[config.mk]
export PLATFORM = sky130hd
export DESIGN_NAME = i2s_rx_frame_ctrl
export DESIGN_NICKNAME = d
export VERILOG_FILES = /design/src/rtl/i2s_rx_frame_ctrl.sv
export SDC_FILE = /design/constraint.sdc
export NUM_CORES = 1
export LEC_CHECK = 0
export CELL_PAD_IN_SITES_DETAIL_PLACEMENT = 1
export CELL_PAD_IN_SITES_GLOBAL_PLACEMENT = 1
export CORE_MARGIN = 8
export CORE_UTILIZATION = 43
export DETAILED_ROUTE_END_ITERATION = 10
export PLACE_DENSITY = 0.79
export REMOVE_ABC_BUFFERS = 1
export SYNTH_ARGS = -nofsm -noshare
export SYNTH_HDL_FRONTEND = slang
export SYNTH_SLANG_ARGS = --single-unit
[constraint.sdc]
create_clock -name bclk -period 4 [get_ports bclk]
set_input_delay 0.8 -clock bclk [delete_from_list [all_inputs] [get_ports bclk]]
set_output_delay 0.8 -clock bclk [all_outputs]
set_load 0.02 [all_outputs]
[src/rtl/i2s_rx_frame_ctrl.sv]
// Master-mode frame sequencer for the 64x I2S receiver.
// Drives lrclk, gates start/stop on frame edges and queues tagged samples.
module i2s_rx_frame_ctrl #(
  parameter int DATA_WIDTH  = 16,
  parameter int FRAME_BCLKS = 64,
  parameter int FIFO_DEPTH  = 4
) (
  input  logic                  rst,
  input  logic                  bclk,
  input  logic                  enable,
  output logic                  lrclk,
  input  logic [DATA_WIDTH-1:0] left_data,
  input  logic [DATA_WIDTH-1:0] right_data,
  input  logic                  left_valid,
  input  logic                  right_valid,
  output logic [DATA_WIDTH-1:0] out_data,
  output logic                  out_chan,
  output logic                  out_valid,
  input  logic                  out_ready,
  output logic                  overflow,
  input  logic                  clr_overflow,
  output logic                  running,
  output logic [15:0]           frame_count
);

  localparam int CW   = $clog2(FRAME_BCLKS);
  localparam int PW   = $clog2(FIFO_DEPTH);
  localparam int NW   = $clog2(FIFO_DEPTH + 1);
  localparam int EW   = DATA_WIDTH + 1;
  localparam logic [CW-1:0] LAST = CW'(FRAME_BCLKS - 1);
  localparam logic [CW-1:0] HALF = CW'(FRAME_BCLKS / 2);
  localparam logic [CW-1:0] TMO  = CW'(3);
  localparam logic [NW-1:0] FULL = NW'(FIFO_DEPTH);

  typedef enum logic [1:0] {
    IDLE,
    RUN,
    STOP_WAIT
  } state_t;

  state_t          state, state_n;
  logic [CW-1:0]   cnt, cnt_n, cnt_inc;
  logic            lrclk_n;
  logic [15:0]     frame_n;
  logic            drop_first, drop_n;
  logic            timeout;
  logic            running_n;

  // sequencer
  always_comb begin
    state_n = state;
    cnt_n   = cnt;
    lrclk_n = lrclk;
    frame_n = frame_count;
    drop_n  = drop_first;
    timeout = 1'b0;
    cnt_inc = cnt + 1'b1;
    unique case (state)
      IDLE: begin
        cnt_n   = '0;
        lrclk_n = 1'b0;
        if (enable) begin
          state_n = RUN;
          lrclk_n = 1'b1;
          drop_n  = 1'b1;
        end
      end
      RUN: begin
        if (cnt == LAST) begin
          cnt_n   = '0;
          lrclk_n = 1'b1;
          frame_n = frame_count + 16'd1;
          if (!enable) state_n = STOP_WAIT;
        end else begin
          cnt_n   = cnt_inc;
          lrclk_n = (cnt_inc < HALF);
        end
      end
      STOP_WAIT: begin
        lrclk_n = 1'b1;
        // cnt doubles as the flush timeout counter here
        if (right_valid) begin
          state_n = IDLE;
          cnt_n   = '0;
          lrclk_n = 1'b0;
        end else if (cnt == TMO) begin
          state_n = IDLE;
          cnt_n   = '0;
          lrclk_n = 1'b0;
          timeout = 1'b1;
        end else begin
          cnt_n = cnt_inc;
        end
      end
      default: begin
        state_n = IDLE;
        cnt_n   = '0;
        lrclk_n = 1'b0;
      end
    endcase
    if (state != IDLE && right_valid) drop_n = 1'b0;
  end

  assign running_n = (state_n != IDLE);

  always_ff @(posedge bclk or posedge rst) begin
    if (rst) begin
      state       <= IDLE;
      cnt         <= '0;
      lrclk       <= 1'b0;
      frame_count <= '0;
      drop_first  <= 1'b0;
      running     <= 1'b0;
    end else begin
      state       <= state_n;
      cnt         <= cnt_n;
      lrclk       <= lrclk_n;
      frame_count <= frame_n;
      drop_first  <= drop_n;
      running     <= running_n;
    end
  end

  logic                  accept;
  logic                  take_left, take_right;
  logic                  push, collide;
  logic [EW-1:0]         push_entry;
  logic                  pop, full, wr_en, drop_full;
  logic                  set_ovf;
  logic [EW-1:0]         mem [FIFO_DEPTH];
  logic [PW-1:0]         wr_ptr, rd_ptr, rd_ptr_n;
  logic [NW-1:0]         count, count_n;
  logic [EW-1:0]         head_n;

  assign accept     = (state != IDLE);
  assign take_left  = accept & left_valid;
  assign take_right = accept & right_valid & ~drop_first;
  assign push       = take_left | take_right;
  assign collide    = take_left & take_right;
  // left wins a same-cycle collision
  assign push_entry = take_left ? {1'b0, left_data}
                                : {1'b1, right_data};

  assign pop       = out_valid & out_ready;
  assign full      = (count == FULL);
  assign wr_en     = push & (~full | pop);
  assign drop_full = push & full & ~pop;
  assign set_ovf   = collide | drop_full | timeout;

  assign count_n  = count + NW'(wr_en) - NW'(pop);
  assign rd_ptr_n = pop ? rd_ptr + 1'b1 : rd_ptr;

  // head register sees a same-cycle write landing in the head slot
  always_comb begin
    head_n = mem[rd_ptr_n];
    if (wr_en && wr_ptr == rd_ptr_n) head_n = push_entry;
  end

  always_ff @(posedge bclk) begin
    if (wr_en) mem[wr_ptr] <= push_entry;
  end

  always_ff @(posedge bclk or posedge rst) begin
    if (rst) begin
      wr_ptr    <= '0;
      rd_ptr    <= '0;
      count     <= '0;
      out_valid <= 1'b0;
      out_data  <= '0;
      out_chan  <= 1'b0;
      overflow  <= 1'b0;
    end else begin
      if (wr_en) wr_ptr <= wr_ptr + 1'b1;
      rd_ptr    <= rd_ptr_n;
      count     <= count_n;
      out_valid <= (count_n != '0);
      if (count_n != '0) begin
        out_chan <= head_n[EW-1];
        out_data <= head_n[DATA_WIDTH-1:0];
      end
      if (set_ovf) overflow <= 1'b1;
      else if (clr_overflow) overflow <= 1'b0;
    end
  end

endmodule

==> metrics.md <==
| Metric | Value |
|---|---|
| Number of buffers between clock root and the deepest sink | `2` |
| Worst hold path class | `reg2reg` |
| Detailed placer's ending HPWL | `8.855 mm` |
| Total count of hold-check failures in the final report | `0` |
| Aggregate global-route resource usage | `16.70%` |
| CTS Hold Buffers Added | `0` |
| Global-route wire length before repair | `20.60 mm` |
| Leading post-synthesis cells by cell area | `sky130_fd_sc_hd__edfxtp_1, sky130_fd_sc_hd__dfrtp_1, sky130_fd_sc_hd__mux4_1, sky130_fd_sc_hd__o211ai_2, sky130_fd_sc_hd__mux2_2` |
| Die Footprint | `16670 um^2` |
| Via count of the first global-routing pass | `3783` |
| Post-synth EDFFs | `68` |
| Count of port buffers added during placement | `75` |
| Number of DRC markers after the initial detailed-route iteration | `156` |
| Placeable core region | `12570 um^2` |
| Crit path buffers/inverters | `4` |
| Antenna violations before repair | `0` |
| Power per cell area | `788.7 nW/um^2` |
| Std cell rows | `41` |
| Area Growth Syn to Fin | `28.37%` |
| Post-CTS Resized | `0` |
| Post-route clock skew | `8.161 ps` |
| Total wire length after detailed routing | `12.97 mm` |
| Fraction of power consumed by sequential logic | `32.8%` |
| Share of total power in combinational logic | `39.3%` |
| Worst-path fanout max | `22` |
| Detailed-route via count | `3379` |
| Largest family of logic cells by synthesized area | `multiplexers` |
| Clock-pin slew on the worst setup and hold paths | `50 ps` |
| Post-synthesis compound-gate area fraction | `6.961%` |
| Fraction of registers with async set or reset after synthesis | `43.80%` |
| Total clock buffers created by CTS | `17` |
| Unrepaired setup endpoints after global routing | `no` |
| WL per Instance | `19.96 um` |
| Setup tns final | `0 ps` |
| Hold slack final | `476.6 ps` |
| Final GP Congestion | `0.7938` |
| Sequential cell area | `3368 um^2` |
| Proportion of netlist area held by the largest area contributor | `37.12%` |
| Post-layout minimum cycle time | `3378 ps` |
| Number of nets in the final layout | `517` |
| Slew Viols, Final | `0` |
| Kind of critical path | `in2reg` |
| Max Cap Violations | `0` |
| Diode insertion count for antenna repair | `0` |
| Floorplan die width | `129.1 um` |
| Number of antenna-violating nets in the routed design | `0` |
| Clock insertion delay at the later pin of the skew report | `420 ps` |
| Net switching power | `1912 uW` |
| Post-Synthesis Cells | `372` |
| Average cell area after synthesis | `14.79 um^2` |
| TritonCTS Sinks | `121` |
| Proportion of total power due to net switching | `34.34%` |
| Worst path required time | `4340 ps` |
| Worst supply voltage drop on vdd | `382.0 uV` |
| Status | `complete, no violations` |
| Clk pwr share | `27.9%` |
| Number of post-CTS setup repair buffers | `0` |
| Simple-gate area share of the yosys netlist | `10.40%` |
| Worst-margin pin slew | `786.7 ps` |
| Final period util | `84.45%` |
| Initial Util | `43.76%` |
| Root Buffer | `sky130_fd_sc_hd__clkbuf_16` |
| Share of layout cells above drive strength 1 | `20.29%` |
| Most Frequent Cell on Critical Path | `sky130_fd_sc_hd__xnor2_1` |
| Distinct cells, synth | `43` |
| Routed vias/inst | `5.198` |
| TritonCTS clock tree | `yes` |
| Cells traversed along the worst timing path | `clkdlybuf4s50_1 -> a211oi_1 -> a221oi_4 -> ha_1 -> inv_1 -> fa_1 -> xnor2_1 -> xnor2_1 -> nor3_4 -> inv_2 -> buf_12 -> nand2_1 -> o211ai_2` |
| Final setup viols | `0` |
| Internal | `3657 uW` |
| Fillcell total | `1231` |
| Maximum level of the CTS H-tree | `4` |
| Master of the slowest instance on the critical path | `sky130_fd_sc_hd__clkdlybuf4s50_1` |
| Main flop type after synthesis | `sky130_fd_sc_hd__edfxtp_1` |
| Part of the Yosys area used for sequential elements | `61.24%` |
| Largest net degree at the start of global routing | `35` |
| Sum of overflow across all layers after global routing | `0` |
| Multiplexer share of the synthesized area | `11.26%` |
| Die Span Y | `129.1 um` |
| Capturing element type of the critical path | `flop` |
| Worst path arrival time | `3710 ps` |
| Post-synth top area cell | `sky130_fd_sc_hd__edfxtp_1` |
| Post-Synthesis Cell Area | `5500 um^2` |
| Leakage power summed over all cells | `0.002846 uW` |
| Xor-xnor portion of the synthesized cell area | `3.958%` |
| Detailed-router iteration count before antenna repair | `4` |
| Synth warnings | `0` |
| Area of the multi-input gates | `1972 um^2` |
| Count of boundary I/O pins | `76` |
| Drc violations | `0` |
| Max transition margin | `47.48%` |
| Flip-flop and latch count after synthesis | `121` |
| Slowest stage delay, CP | `600 ps` |
| Peak Freq | `0.2960 GHz` |
| Worst path top cell family by delay | `buffers and inverters` |
| Post-synthesis adder-cell area fraction | `3.276%` |
| Nature of the critical path startpoint | `input port` |
state kept, by name, summed over array words and instances (netlist names):
signal       flops
overflow         1
state            2
count            3
mem             68
drop_first       1
lrclk            1
out_chan         1
cnt              6
wr_ptr           2
running          1
out_data        16
frame_count     16
out_valid        1
rd_ptr           2
cell usage in the layout, fill, tap and decap left out, types with 9 or more instances in the layout:
| cell | instances |
|---|---|
| sky130_fd_sc_hd__clkdlybuf4s50_1 | 75 |
| sky130_fd_sc_hd__edfxtp_1 | 68 |
| sky130_fd_sc_hd__dfrtp_1 | 53 |
| sky130_fd_sc_hd__nand2_1 | 48 |
| sky130_fd_sc_hd__mux2_2 | 18 |
| sky130_fd_sc_hd__o211ai_2 | 17 |
| sky130_fd_sc_hd__clkbuf_16 | 17 |
| sky130_fd_sc_hd__nand3_1 | 15 |
| sky130_fd_sc_hd__inv_1 | 14 |
| sky130_fd_sc_hd__xnor2_1 | 12 |
| sky130_fd_sc_hd__ha_1 | 12 |
| sky130_fd_sc_hd__xor2_1 | 11 |
| sky130_fd_sc_hd__nor2_1 | 11 |
| sky130_fd_sc_hd__buf_4 | 11 |
| sky130_fd_sc_hd__mux4_1 | 9 |
through the flow:
| stage | total power, uW | utilization [%] | worst slack [ps] | instance area, um^2 | instances |
|---|---|---|---|---|---|
| 2_1_floorplan | 3260 | - | 600.2 | 5400 | 359 |
| 3_3_place_gp | 3930 | 51.47 | 378.4 | 6469 | 618 |
| 3_5_place_dp | 4065 | 51.47 | 188.4 | 6469 | 618 |
| 4_1_cts | 5646 | 56.18 | 632.6 | 7061 | 650 |
| 5_1_grt | 5857 | 56.18 | 452.7 | 7061 | 650 |
| 6_report | 5569 | 56.18 | 621.8 | 7061 | 650 |
path summary, 6_finish.rpt:
kind	start	end	slack, ps	cells after the start
hold reg to reg	cnt[0]$_DFF_PP0_	cnt[0]$_DFF_PP0_	480	1
setup / recovery	out_ready	out_data[1]$_DFFE_PP0P_	620	13
max in group asynchronous	rst	out_data[14]$_DFFE_PP0P_	2360	3
min in group asynchronous	rst	drop_first$_DFFE_PP0P_	870	2
hold / removal	cnt[0]$_DFF_PP0_	cnt[0]$_DFF_PP0_	480	1
setup reg to reg	state[0]$_DFF_PP0_	out_data[1]$_DFFE_PP0P_	1050	13
cell usage after synthesis (2+ instances only):
cell type and n:
sky130_fd_sc_hd__inv_1 15, sky130_fd_sc_hd__a211oi_1 4, sky130_fd_sc_hd__a21oi_1 5, sky130_fd_sc_hd__o211ai_2 17
sky130_fd_sc_hd__buf_2 4, sky130_fd_sc_hd__nor2_1 11, sky130_fd_sc_hd__edfxtp_1 68, sky130_fd_sc_hd__or2_2 3
sky130_fd_sc_hd__dfrtp_1 53, sky130_fd_sc_hd__buf_6 4, sky130_fd_sc_hd__o21ai_0 4, sky130_fd_sc_hd__nor3_1 2
sky130_fd_sc_hd__and3_1 8, sky130_fd_sc_hd__nand4_1 5, sky130_fd_sc_hd__nand2b_1 4, sky130_fd_sc_hd__nand3_1 15
sky130_fd_sc_hd__and2_1 5, sky130_fd_sc_hd__nand3_2 6, sky130_fd_sc_hd__clkbuf_1 4, sky130_fd_sc_hd__xor2_1 11
sky130_fd_sc_hd__mux4_1 9, sky130_fd_sc_hd__mux4_2 8, sky130_fd_sc_hd__mux2_2 18, sky130_fd_sc_hd__nand2_1 48
sky130_fd_sc_hd__xnor2_1 12, sky130_fd_sc_hd__ha_1 12
cells by family (layout without fill, tap and decap cells):
kind of cell               Yosys count  count (layout)
buffers and inverters               29             135
muxes                               35              35
xor gates and xnor gates            24              24
and+or+nand+nor                    112             112
adders and majority gates           14              14
DFF                                121             121
AOI/OAI and AO/OA                   37              37
worst register-to-register path: stages (launching register included):
cell	delay (ps)
sky130_fd_sc_hd__dfrtp_1	390
sky130_fd_sc_hd__inv_1	80
sky130_fd_sc_hd__ha_1	340
sky130_fd_sc_hd__a221oi_4	250
sky130_fd_sc_hd__ha_1	190
sky130_fd_sc_hd__inv_1	50
sky130_fd_sc_hd__fa_1	380
sky130_fd_sc_hd__xnor2_1	160
sky130_fd_sc_hd__xnor2_1	290
sky130_fd_sc_hd__nor3_4	70
sky130_fd_sc_hd__inv_2	230
sky130_fd_sc_hd__buf_12	210
sky130_fd_sc_hd__nand2_1	90
sky130_fd_sc_hd__o211ai_2	150
area by class of cell:
cell class / instances / share of cell area, %
Tap cell: 172 / 3.048
Clock buffer: 20 / 6.185
Inverter: 16 / 0.8506
Sequential cell: 121 / 47.71
Multi-Input combinational cell: 222 / 27.93
Timing Repair Buffer: 87 / 12.09
Clock inverter: 12 / 2.197
power groups by stage:
stage	clock (uW)	combinational, uW	sequential, uW
after floorplan	0	1330	1930
after global placement	0	2100	1830
after detailed placement	0	2220	1850
after CTS	1580	2240	1830
after global routing	1630	2380	1860
final	1550	2190	1830
metal layers:
layer | global-route usage, % | wire length, um
met5 | 0 | 0
met4 | 6.704 | 218
met3 | 5.834 | 730
met2 | 28.74 | 6649
met1 | 18.54 | 5373
Note: power is estimated with default switching activity, not from simulation.
